## config.mk

```make
export PLATFORM = sky130hd
export DESIGN_NAME = apb_master_ctrl
export DESIGN_NICKNAME = d
export VERILOG_FILES = /design/src/rtl/apb_pkg.sv /design/src/rtl/apb_timeout_cnt.sv /design/src/rtl/apb_master_ctrl.sv
export SDC_FILE = /design/constraint.sdc
export NUM_CORES = 1
export LEC_CHECK = 0
export ABC_AREA = 1
export BUFFER_PORTS_ARGS = -buffer_cell sky130_fd_sc_hd__buf_2
export CAP_MARGIN = 5
export CORE_ASPECT_RATIO = 0.9
export CORE_MARGIN = 2
export CORE_UTILIZATION = 46
export CTS_BUF_LIST = sky130_fd_sc_hd__clkbuf_16
export CTS_CLUSTER_DIAMETER = 30
export DETAILED_ROUTE_END_ITERATION = 10
export GPL_TIMING_DRIVEN = 0
export PLACE_DENSITY = 0.8
export SKIP_CTS_REPAIR_TIMING = 1
export SLEW_MARGIN = 20
export SYNTH_ARGS = -nofsm -noshare
export SYNTH_HDL_FRONTEND = slang
export SYNTH_HIERARCHICAL = 1
export SYNTH_SLANG_ARGS = --single-unit
```

## constraint.sdc

```tcl
create_clock -name pclk -period 1.73 [get_ports pclk]
set_input_delay 0.2595 -clock pclk [delete_from_list [all_inputs] [get_ports pclk]]
set_output_delay 0.2595 -clock pclk [all_outputs]
set_load 0.02 [all_outputs]
```

## src/rtl/apb_pkg.sv

```systemverilog
// Shared definitions for the APB master controller.
// Holds the FSM state type and default widths.
package apb_pkg;

    localparam int APB_ADDR_W  = 32;
    localparam int APB_DATA_W  = 32;
    localparam int APB_TIMEOUT = 16;

    typedef enum logic [1:0] {
        IDLE   = 2'd0,
        SETUP  = 2'd1,
        ACCESS = 2'd2
    } apb_state_e;

endpackage

```

## src/rtl/apb_timeout_cnt.sv

```systemverilog
// Counts consecutive wait cycles in the ACCESS phase.
// at_limit flags that the next wait cycle is the last one allowed.
module apb_timeout_cnt
    import apb_pkg::*;
#(
    parameter int LIMIT = APB_TIMEOUT
) (
    input  logic clk,
    input  logic rst,
    input  logic clr,
    input  logic inc,
    output logic at_limit
);

    localparam int CW = (LIMIT > 1) ? $clog2(LIMIT + 1) : 1;
    localparam logic [CW-1:0] LAST = (LIMIT > 0) ? CW'(LIMIT - 1) : '0;

    logic [CW-1:0] cnt;

    assign at_limit = (LIMIT > 0) && (cnt == LAST);

    // Wait-cycle counter, saturating so a disabled limit never wraps
    always_ff @(posedge clk) begin
        if (rst) begin
            cnt <= '0;
        end else if (clr) begin
            cnt <= '0;
        end else if (inc && (cnt != {CW{1'b1}})) begin
            cnt <= cnt + 1'b1;
        end
    end

endmodule

```

## src/rtl/apb_master_ctrl.sv

```systemverilog
// APB master: turns local requests into SETUP/ACCESS transfers.
// Completes on PREADY, or aborts with an error after too many waits.
module apb_master_ctrl
    import apb_pkg::*;
#(
    parameter int ADDR_W  = APB_ADDR_W,
    parameter int DATA_W  = APB_DATA_W,
    parameter int TIMEOUT = APB_TIMEOUT
) (
    input  logic              pclk,
    input  logic              rst,
    input  logic              req_valid,
    output logic              req_ready,
    input  logic              req_write,
    input  logic [ADDR_W-1:0] req_addr,
    input  logic [DATA_W-1:0] req_wdata,
    output logic              rsp_valid,
    output logic [DATA_W-1:0] rsp_rdata,
    output logic              rsp_err,
    output logic [ADDR_W-1:0] PADDR,
    output logic              PSEL,
    output logic              PENABLE,
    output logic              PWRITE,
    output logic [DATA_W-1:0] PWDATA,
    input  logic [DATA_W-1:0] PRDATA,
    input  logic              PREADY,
    input  logic              PSLVERR
);

    apb_state_e state;
    apb_state_e state_next;

    logic accept;
    logic complete;
    logic timeout;
    logic at_limit;
    logic cnt_clr;
    logic cnt_inc;

    assign accept   = req_valid && req_ready;
    assign cnt_clr  = (state == SETUP);
    assign cnt_inc  = (state == ACCESS) && !PREADY;
    assign complete = (state == ACCESS) && PREADY;
    assign timeout  = cnt_inc && at_limit;

    apb_timeout_cnt #(
        .LIMIT (TIMEOUT)
    ) u_tmo (
        .clk      (pclk),
        .rst      (rst),
        .clr      (cnt_clr),
        .inc      (cnt_inc),
        .at_limit (at_limit)
    );

    // State register
    always_ff @(posedge pclk) begin
        if (rst) begin
            state <= IDLE;
        end else begin
            state <= state_next;
        end
    end

    // Next state and APB phase strobes
    always_comb begin
        state_next = state;
        req_ready  = 1'b0;
        PSEL       = 1'b0;
        PENABLE    = 1'b0;
        unique case (state)
            IDLE: begin
                req_ready = !rst;
                if (req_valid && !rst) begin
                    state_next = SETUP;
                end
            end
            SETUP: begin
                PSEL       = 1'b1;
                state_next = ACCESS;
            end
            ACCESS: begin
                PSEL    = 1'b1;
                PENABLE = 1'b1;
                if (complete || timeout) begin
                    state_next = IDLE;
                end
            end
            default: begin
                state_next = IDLE;
            end
        endcase
    end

    // Capture the request; held until the next accept
    always_ff @(posedge pclk) begin
        if (rst) begin
            PADDR  <= '0;
            PWRITE <= 1'b0;
            PWDATA <= '0;
        end else if (accept) begin
            PADDR  <= req_addr;
            PWRITE <= req_write;
            PWDATA <= req_wdata;
        end
    end

    // Response pulse; data and error held until the next response
    always_ff @(posedge pclk) begin
        if (rst) begin
            rsp_valid <= 1'b0;
            rsp_err   <= 1'b0;
            rsp_rdata <= '0;
        end else begin
            rsp_valid <= complete || timeout;
            if (complete) begin
                rsp_err   <= PSLVERR;
                rsp_rdata <= (!PWRITE && !PSLVERR) ? PRDATA : '0;
            end else if (timeout) begin
                rsp_err   <= 1'b1;
                rsp_rdata <= '0;
            end
        end
    end

endmodule

```

## Word-level counts from Yosys, hierarchy flattened

Index checks and enable logic that the tools add are counted.

| storage, ports and cells | value |
|---|---|
| memory bits (writable) | 0 |
| bits in latches | 0 |
| logic and storage cells | 43 |
| register bits | 106 |
| output and inout bits | 102 |
| memories kept | 0 |
| memory bits (read-only) | 0 |
| bits of input ports | 102 |

| operators by class | value |
|---|---|
| divide/modulo/power cells | 0 |
| $lt $le $gt $ge | 0 |
| add/subtract/negate cells | 1 |
| equality and inequality tests | 6 |
| mux-type cells | 11 |
| shift operators | 0 |
| reduce and logical (&&, ||, !) cells | 17 |
| bitwise gates (word level) | 0 |
| multiply operators | 0 |

Operators with widths:

| cell | count |
|---|---|
| $mux W32 | 3 |
| $logic_and A1 B1 Y1 | 7 |
| $pmux W2 S3 | 1 |
| $add A5 B1 Y5 const B | 1 |
| $eq A5 B4 Y1 const B | 1 |
| $mux W1 | 5 |
| $ne A5 B5 Y1 const B | 1 |
| $logic_not A1 Y1 | 4 |
| $mux W2 | 2 |
| $reduce_or A2 Y1 | 2 |
| $eq A2 B1 Y1 const B | 1 |
| $eq A2 B2 Y1 const B | 1 |
| $logic_not A2 Y1 | 1 |
| $ne A2 B1 Y1 const B | 1 |
| $ne A2 B2 Y1 const B | 1 |
| $reduce_and A2 Y1 | 1 |
| $reduce_bool A2 Y1 | 1 |
| $logic_or A1 B1 Y1 | 1 |

## Depth between registers and ports, before layout

| depth | value |
|---|---|
| depth after elaboration | 6 |
| mapped depth | 10 |
| gate-level depth less buffers | 10 |

## By module

The synthesis kept the hierarchy.

By module, submodules not included:

| module | times used | seq. area each (µm²) | cells an instance | area each (µm²) |
|---|---|---|---|---|
| apb_master_ctrl | 1 | 2021.9 | 467 | 3811.2 |
| apb_timeout_cnt | 1 | 100.1 | 35 | 282.8 |

## Worst setup path after synthesis

Ideal clock, no wire load.

| path | value |
|---|---|
| path kind | register -> register |
| start | register u_tmo.cnt[0] |
| end | register rsp_rdata[23] |
| stages on the path, launching flop included | 9 |
| setup slack | 0.270 ns |
| required time | 1.660 ns |
| setup time | 0.070 ns |
| data arrival time | 1.390 ns |
| clock period less this slack | 1.460 ns |
| buffers on the path | 1 |
| cells stage by stage | dfxtp_1 ha_1 inv_1 nor2_1 ha_1 o21ai_2 buf_4 nand2_1 a21oi_1 |

| on the way | value |
|---|---|
| longest elaborated chain between the ends | 3 |

Ends and longest elaborated chain:

| what | RTL line | source |
|---|---|---|
| from (decl) | apb_timeout_cnt.sv:18 | `logic [CW-1:0] cnt;` |
| from (signal assigned) | apb_timeout_cnt.sv:29 | `cnt <= cnt + 1'b1;` |
| $eq A5 B4 Y1 | apb_timeout_cnt.sv:20 | `assign at_limit = (LIMIT > 0) && (cnt == LAST);` |
| via at_limit | apb_master_ctrl.sv:36 | `logic at_limit;` |
| $logic_and A1 B1 Y1 | apb_master_ctrl.sv:44 | `assign timeout = cnt_inc && at_limit;` |
| $reduce_bool A2 Y1 (no source line) | n/a |  |
| to (signal assigned) | apb_master_ctrl.sv:118 | `rsp_rdata <= (!PWRITE && !PSLVERR) ? PRDATA : '0;` |
| to (decl) | apb_master_ctrl.sv:18 | `output logic [DATA_W-1:0] rsp_rdata,` |

The timed path passes the listed nets, and every way through them passes these cells.
A chain may end at the register's enable or synchronous reset.

## Worst setup path after layout

| path | value |
|---|---|
| start | register state[1] |
| end | output req_ready |

| on the way | value |
|---|---|
| longest elaborated chain between the ends | 2 |

Ends and longest elaborated chain:

| what | RTL line | source |
|---|---|---|
| from (decl) | apb_master_ctrl.sv:30 | `apb_state_e state;` |
| from (signal assigned) | apb_master_ctrl.sv:61 | `state <= state_next;` |
| $logic_not A2 Y1 | apb_master_ctrl.sv:71 | `unique case (state)` |
| $mux W1 | apb_master_ctrl.sv:71 |  |
| to (decl) | apb_master_ctrl.sv:13 | `output logic req_ready,` |

Every way passes these cells.

==> metrics.cfg <==
[sta]
final-hold-violation-count = 0
setup_viol = 0
slew-limit-headroom_pct = 63.44
fin_tns_setup_ps = 0
grt_setup_unrepaired = no
min_period_ps = 1653
finalClockSkew_ps = 12.31
period_share_pct = 95.56
tightest_slew_ps = 548.4
fmax_mhz = 604.9
drv_slew = 0

[critical_path]
cp_slowest_stage_delay_ps = 340
cp.required_ps = 1470
crit_path_end_kind = primary output
cp.arrival_ps = 1390
cpMaxStageDelayCell = dfxtp_1
crit_type = reg2out
worstPathCellList = inv_2, ha_2, inv_1, nor2_4, buf_6, buf_4
rr_worst_depth = 9
crit_path_start_kind = flop
path_max_fanout = 5

[flow_run]
maxCapViolCount = 0

[hold_path]
whs_path_depth = 3
hold_path_class = in2reg

[die]
die_area_mm2 = 0.009671
num_io_pins = 204
die_h_um = 93.50
initial_utilization_pct = 47.56
die_w_um = 103.4
core.rowCount = 32
coreArea_mm2 = 0.008608

[cells_and_area]
final_util_pct = 65.92
stdcell_area_mm2 = 0.005674
n_antenna_cell = 0
n_fill_cell = 761
area_delta_synth_final_pct = 38.60
drive_above_1_share_pct = 37.41
final_nets = 831

[global_route]
grt_use_total_pct = 22.83
grt_pass1_vias = 3818
grt_pass1_wl_um = 17510
antenna_found_initial = 0
grt_max_degree = 19
overflow = 0

[cts]
cts_buffers = 9
clock_latency_ps = 340
cts_tree = done
cts-root-buf = clkbuf_16
clock_sinks = 106
path_clk_slew_ps = 80
cts_max_path_buffers = 2
htreeDepth = 3

[synth]
netlist_area_mm2 = 0.004094
synth_area_leaders = dfxtp_1 (52%), nand3_1 (20%), nand2_1 (10%)
yosysSeqAreaShare_pct = 51.83
synthCells = 502
netlist.area_leader.share_pct = 51.83
yosys.area.top_type = dfxtp_1
synth_cell_type_count = 22
ys_warn_count = 6
syn_nets = 611
avgSynthCellArea_um2 = 8.155
ys_ff_latch = 106

[pwr]
p_seq_share_pct = 39.2
comb_power_share_pct = 32.9
p_sw_share_pct = 35.08
power_leakage_nw = 2.943
p_switching_mw = 2.744
powerDensity_mw_per_mm2 = 1379
p_total_mw = 7.823
power.internal_mw = 5.079
clock_power_share_pct = 27.9
ir_drop_v = 0.0008085

[placement]
dp_hpwl_um = 8657
placed_area_mm2 = 0.005259
place.gp.congestion = 0.8147
port-buffer-count = 203

[route]
vias = 4185
drc = 0
routed_wl_um = 11590
firstDrtPassIters = 5
wl_per_cell_um = 13.70
final_antenna_net_count = 0
drtIter0Drc = 172
vias_per_cell = 4.947

[status]
status = completed

## metal layers
layer	routed length (um)	GRT usage [%]	share of wire, %	vias up
li1	-	-	-	2122
met1	4926	27.54	42	1922
met2	5821	39.41	50	121
met3	596	5.232	5.1	20
met4	248	8.004	2.1	0
met5	0	0	0	-
## flip-flops by register name, summed over array words and instances, names as in the netlist
name,cells
rsp_err,1
PADDR,32
rsp_valid,1
state,2
u_tmo/cnt,5
rsp_rdata,32
PWDATA,32
PWRITE,1
## Yosys cell counts
| library cell | n |
|---|---|
| a21oi_1 | 37 |
| buf_1 | 3 |
| buf_2 | 13 |
| buf_4 | 13 |
| buf_6 | 7 |
| clkbuf_1 | 5 |
| dfxtp_1 | 106 |
| ha_1 | 7 |
| inv_1 | 12 |
| inv_2 | 1 |
| inv_4 | 1 |
| nand2_1 | 109 |
| nand2_2 | 1 |
| nand3_1 | 166 |
| nor2_1 | 12 |
| nor2_2 | 1 |
| nor2_4 | 1 |
| nor2_8 | 1 |
| o21ai_0 | 2 |
| o21ai_1 | 1 |
| o21ai_2 | 2 |
| o21bai_2 | 1 |
## final cells by class
cell class              count  area, um2  area share, %
inverters                  14      55.05         0.9702
plain buffers              41      289.0          5.094
well taps                 119      148.9          2.624
clock buffers               9      225.2          3.969
clock inverters             7      98.84          1.742
multi-input cells         341       1660          29.26
flip-flops and latches    106       2123          37.42
repair buffers            209       1074          18.92
## metrics by stage
| stage | cells | hold WS, ps | setup slack, ps |
|---|---|---|---|
| after floorplan | 502 | 393.8 | 269.6 |
| after global placement | 824 | 430.1 | 78.46 |
| after detailed placement | 824 | 448.7 | 28.99 |
| after CTS | 840 | 133.5 | -105.5 |
| after global routing | 846 | 134.5 | 4.496 |
| final | 846 | 140.6 | 76.84 |
## cells by family (layout without fill, tap and decap cells)
| logic type | after synthesis | count (layout) | synth area share [%] |
|---|---|---|---|
| buffers and inverters | 55 | 280 | 7.977 |
| DFF | 106 | 106 | 51.83 |
| and+or+nand+nor | 291 | 291 | 32.46 |
| AOI/OAI and AO/OA | 43 | 43 | 5.593 |
| adders and majority gates | 7 | 7 | 2.139 |
## cell usage in the layout (no fill, tap or decap)
cell and instances:
a21oi_1 37, buf_1 3, buf_12 1, buf_2 215
buf_4 15, buf_6 11, bufinv_16 2, clkbuf_1 5
clkbuf_16 9, clkinv_1 1, clkinv_4 2, dfxtp_1 105
dfxtp_2 1, ha_1 5, ha_2 2, inv_1 10
inv_2 3, inv_4 1, inv_6 2, nand2_1 109
nand2_2 1, nand3_1 166, nor2_1 11, nor2_2 2
nor2_4 1, nor2_8 1, o21ai_0 2, o21ai_1 1
o21ai_2 1, o21ai_4 1, o21bai_2 1
## worst paths after layout
path / start / endpoint / slack, ps
worst max-delay path: state[1] / req_ready / 80
worst min-delay path: req_wdata[29] / PWDATA[29] / 140
worst max register to register: u_tmo/cnt[0] / rsp_rdata[30] / 110
worst min register to register: u_tmo/cnt[0] / u_tmo/cnt[0] / 450
## power groups by stage
| stage | registers (mW) | logic, mW | clock network [mW] |
|---|---|---|---|
| after floorplan | 3.55 | 1.18 | 0 |
| after global placement | 3.09 | 2.39 | 0 |
| after detailed placement | 3.11 | 2.46 | 0 |
| after CTS | 3.06 | 2.47 | 2.22 |
| after global routing | 3.11 | 2.81 | 2.33 |
| final | 3.07 | 2.57 | 2.18 |
## critical path: cells and delay by family, from the launching register on
| family | cells | cell delay (ps) |
|---|---|---|
| fa+ha+maj | 1 | 180 |
| simple gates | 1 | 120 |
| flops | 1 | 340 |
| buf+inv | 4 | 400 |
(Power assumes the default switching activity.)
